--- src/rtl/nn_layer_pkg.sv ---
// Shared definitions for the neural-network layer plumbing: sequencer state
// encoding and the neuron-count to index-width helper.
package nn_layer_pkg;

  typedef enum logic {
    IDLE  = 1'b0,
    SHIFT = 1'b1
  } seq_state_t;

  // Index counter width for an NN-word layer; never narrower than one bit.
  function automatic int idx_width(input int nn);
    return (nn > 1) ? $clog2(nn) : 1;
  endfunction

endpackage

--- src/rtl/layer_sequencer.sv ---
// Captures one layer's parallel neuron outputs and replays them one word per
// cycle to the next layer. Define LAYER_SEQ_OVERRUN_DET_EN for the overrun flag.
module layer_sequencer
  import nn_layer_pkg::*;
#(
  parameter int NN        = 30,
  parameter int dataWidth = 16
) (
  input  logic                    clk,
  input  logic                    rst,
  input  logic [NN-1:0]           i_valid,
  input  logic [NN*dataWidth-1:0] i_data,
  output logic                    o_valid,
  output logic [dataWidth-1:0]    o_data,
  output logic                    busy,
  output logic                    done
`ifdef LAYER_SEQ_OVERRUN_DET_EN
  ,
  output logic                    overrun
`endif
);

  localparam int            IW       = idx_width(NN);
  localparam logic [IW-1:0] LAST_IDX = IW'(NN - 1);

  seq_state_t           state_q, state_d;
  logic [IW-1:0]        idx_q;
  logic [dataWidth-1:0] hold_q [NN];
  logic                 done_q;
  logic                 capture, advance, last_word;

  // Only bit 0 triggers a capture; all neurons of a layer finish together.
  logic unused_valid_bits;
  assign unused_valid_bits = ^i_valid;

  always_ff @(posedge clk or posedge rst) begin
    if (rst) state_q <= IDLE;
    else     state_q <= state_d;
  end

  always_comb begin
    state_d   = state_q;
    capture   = 1'b0;
    advance   = 1'b0;
    last_word = 1'b0;
    case (state_q)
      IDLE: begin
        if (i_valid[0]) begin
          capture = 1'b1;
          state_d = SHIFT;
        end
      end
      SHIFT: begin
        if (idx_q == LAST_IDX) begin
          // A trigger on the final word chains straight into the next layer burst.
          last_word = 1'b1;
          capture   = i_valid[0];
          state_d   = i_valid[0] ? SHIFT : IDLE;
        end else begin
          advance = 1'b1;
        end
      end
      default: state_d = IDLE;
    endcase
  end

  always_ff @(posedge clk or posedge rst) begin
    if (rst) begin
      idx_q <= '0;
      for (int k = 0; k < NN; k++) hold_q[k] <= '0;
    end else if (capture) begin
      idx_q <= '0;
      for (int k = 0; k < NN; k++) hold_q[k] <= i_data[k*dataWidth +: dataWidth];
    end else if (advance) begin
      idx_q <= idx_q + 1'b1;
    end
  end

  always_ff @(posedge clk or posedge rst) begin
    if (rst) done_q <= 1'b0;
    else     done_q <= last_word;
  end

`ifdef LAYER_SEQ_OVERRUN_DET_EN
  // Sticky: a trigger arriving before the current burst has finished.
  always_ff @(posedge clk or posedge rst) begin
    if (rst) overrun <= 1'b0;
    else if (state_q == SHIFT && !last_word && i_valid[0]) overrun <= 1'b1;
  end
`endif

  // idx stays on the last word in IDLE, so o_data keeps showing it.
  assign o_valid = (state_q == SHIFT);
  assign busy    = (state_q == SHIFT);
  assign o_data  = hold_q[idx_q];
  assign done    = done_q;

endmodule

--- config.mk ---
export PLATFORM = sky130hd
export DESIGN_NAME = layer_sequencer
export DESIGN_NICKNAME = d
export VERILOG_FILES = /design/src/rtl/nn_layer_pkg.sv /design/src/rtl/layer_sequencer.sv
export SDC_FILE = /design/constraint.sdc
export NUM_CORES = 1
export LEC_CHECK = 0
export BUFFER_PORTS_ARGS = -buffer_cell sky130_fd_sc_hd__buf_4
export CAP_MARGIN = 30
export CORE_MARGIN = 4
export CORE_UTILIZATION = 49
export CTS_BUF_LIST = sky130_fd_sc_hd__clkbuf_16
export CTS_CLUSTER_DIAMETER = 80
export CTS_CLUSTER_SIZE = 10
export DETAILED_ROUTE_END_ITERATION = 16
export PLACE_DENSITY = 0.86
export SLEW_MARGIN = 5
export SYNTH_ARGS = -nofsm -noshare
export SYNTH_HDL_FRONTEND = slang
export SYNTH_SLANG_ARGS = --single-unit
--- constraint.sdc ---
create_clock -name clk -period 14.7 [get_ports clk]
set_clock_uncertainty 0.05 [all_clocks]
set_input_delay 1.47 -clock clk [delete_from_list [all_inputs] [get_ports clk]]
set_output_delay 1.47 -clock clk [all_outputs]
set_load 0.03 [all_outputs]
==> flow_summary.yaml <==
run_status:
  outcome: "finished, final reports clean"
synthesis:
  synth_seq_area_share_pct: 53.1
  ys_warn_count: 0
  ys_seq_elements: 487
  ys_top_cells_by_area: "dfrtp_1 (53%), mux2_2 (14%), mux2_4 (13%), mux4_2 (7.9%), mux2i_1 (3.6%)"
  synth_area_um2: 22900
  avgSynthCellArea_um2: 16.5
  synth.distinct_cells: 32
  synth_top_area_cell: "dfrtp_1"
  synth_top_area_share_pct: 53.1
  synthCells: 1393
  synth_nets: 1907
power:
  vdd_drop_max_v: 0.000130
  power_density_nw_per_um2: 217
  p_leak_nw: 13.1
placement:
  gp_congestion: 0.883
  pre_cts_ws_ns: 9.76
  post-dp-hpwl_um: 48800
  io_buffers: 501
cts:
  cts_buffer_depth: 3
  cts_tree: "done"
  cts-root-buf: "clkbuf_16"
  cts.hold.buffers_added: 0
  cts-resized-gates: 0
  htree_levels: 2
  cts_made_buffers: 56
  clk_pin_slew_ns: 0.06
  post-cts-setup-buffers: 0
  clk_latency_ns: 0.59
  clock_sinks: 487
run:
  cap_violations: 0
critical_path:
  crit_type: "register to primary output"
  worstPathCellList: "buf_4 -> buf_4 -> mux4_2 -> a22oi_1 -> a22oi_1 -> buf_4"
  cp_slowest_cell: "buf_4"
  r2r_slack_ns: 10.34
  ff2ff_path_depth: 9
  cp.depth: 6
  cp_top_family: "buffers and inverters"
  cp.required_ns: 13.18
  end_kind: "primary output"
  critPathMaxStageDelay_ns: 0.63
  crit_top_cell: "buf_4"
  cp_max_fo: 38
  cp.buffers_inverters: 3
  startpoint_type: "register"
  cp_data_arrival_time_ns: 4.02
die:
  dieArea_um2: 50400
  io_pins: 531
  num_rows: 79
  die_w_um: 224
  initial_core_util_pct: 49.4
  die_y_um: 224
  core_region_area_um2: 46500
grt:
  grt_pass1_vias: 15843
  grt_pass1_wl_um: 98900
  antenna_found_initial: 2
  grt-ovfl-total: 0
  grt_max_degree: 187
  grt_usage_pct: 26.0
cells_and_area:
  fillers: 3397
  final_nets: 2390
  drive_above_1_share_pct: 61.6
  area_growth_pct: 23.5
timing:
  setup_slack_ns: 9.16
  hold-worst-slack_ns: 0.451
  hold_violations: 0
  slew_viol_final: 0
  tns_ns: 0
  fin_crit_sh_pct: 37.7
  period_minus_slack_ns: 5.54
  setup-violations-final: 0
  relSlewSlack_pct: 24.0
  rsz0062_at_grt: "no"
  worstMarginPinSlew_ns: 1.14
  fmax_ghz: 0.180
detailed_routing:
  wl_per_cell_um: 27.0
  antenna_left: 0
  via_per_inst: 5.75
  drtIter0Drc: 1038
  drc: 0
  firstDrtPassIters: 5
  wl_um: 67200
  vias: 14322
worst_hold_path:
  hold_class: "register to register"
  whs_path_depth: 1
==> metal layers <==
layer  global-route usage, %  vias up  routed length (µm)
met5                       0        -                  20
met4                    11.8        2                3290
met3                    7.94      148                5740
met2                    41.8      619               32200
met1                    32.8     7384               25900
li1                        -     6169                   -
==> synth_stat cells <==
master and n:
a211oi_1 16, a21oi_1 17, a221oi_1 16, a22oi_1 32
a31oi_1 1, and2_1 1, buf_1 3, buf_12 22
buf_2 24, buf_4 35, buf_6 3, clkbuf_1 17
dfrtp_1 487, ha_1 2, inv_1 5, mux2_2 280
mux2_4 200, mux2i_1 82, mux4_2 80, nand2_1 2
nand2_4 1, nand3_1 3, nand3b_1 3, nand4_1 1
nand4_4 1, nor2_1 4, nor2b_1 2, o21ai_0 34
o21ai_1 1, o21ba_2 1, o22ai_1 16, xor2_1 1
==> report_power, final <==
part           internal (mW)  switching (mW)  total, mW
clock                  0.671           0.522       1.19
combinational           1.39            1.19       2.58
sequential              1.98           0.411       2.39
total                   4.04            2.12       6.16
==> state kept, by name (all words and copies together), names as in the netlist <==
signal  count
hold_q    480
idx_q       5
busy        1
done        1
==> worst register-to-register path, stage by stage, from the launching register on <==
cell	delay, ns
dfrtp_4	0.63
inv_1	0.22
ha_1	0.23
nand4_4	0.14
nand2_4	0.16
and2_4	0.70
buf_4	0.53
buf_16	0.33
buf_4	0.76
mux2_2	0.49
==> cell type report <==
cell class / instances / area (µm²) / share of cell area, %
Tap cell: 607 / 759 / 2.68
Timing Repair Buffer: 529 / 4080 / 14.4
Sequential cell: 487 / 12200 / 43.0
Multi-Input combinational cell: 797 / 9810 / 34.6
Antenna cell: 1 / 2.50 / 0.00883
Clock buffer: 56 / 1400 / 4.94
Inverter: 5 / 22.5 / 0.0795
Clock inverter: 9 / 65.1 / 0.230
==> layout by cell type (no fill, tap or decap), types with 2 or more instances in the layout <==
cell,Yosys,routed
dfrtp_4,0,3
mux4_2,80,80
nand2_1,2,2
inv_1,5,7
mux2_2,280,280
clkinvlp_4,0,2
dfrtp_1,487,484
a221oi_1,16,16
mux2_4,200,200
nand3b_1,3,3
buf_16,0,3
o22ai_1,16,16
buf_4,35,522
mux2i_1,82,82
a21oi_1,17,17
nor2_1,4,4
clkbuf_16,0,56
a211oi_1,16,16
buf_12,22,4
ha_1,2,2
inv_6,0,3
o21ai_0,34,34
a22oi_1,32,32
nand3_1,3,3
==> stage by stage <==
stage                     utilization (%)  total power [mW]  area [µm²]  std cells
after floorplan                         -              4.11       22900       1393
after global placement               57.6              4.87       26800       2420
after detailed placement             57.7              4.98       26800       2422
after CTS                            60.9              6.20       28300       2487
after global routing                 61.0              6.46       28300       2490
final                                61.0              6.16       28300       2491
==> logic make-up (layout without fill, tap and decap cells) <==
logic type	Yosys count	count (layout)	share of synthesized area, %
DFF	487	487	53.1
buffers and inverters	109	599	4.14
muxes	642	642	38.3
AOI/OAI and AO/OA	134	134	3.82
xor gates and xnor gates	1	1	0.0382
adders and majority gates	2	2	0.109
other	0	1	0
and+or+nand+nor	18	18	0.513
==> path summary, 6_finish.rpt <==
check / from / to
max: idx_q[0] / o_data[5]
min: hold_q[61] / hold_q[61]
max reg2reg: idx_q[1] / hold_q[445]
min reg2reg: hold_q[61] / hold_q[61]
max in group asynchronous: rst / hold_q[169]
min in group asynchronous: rst / hold_q[429]
No activity file was read; power rests on OpenSTA's default activity.
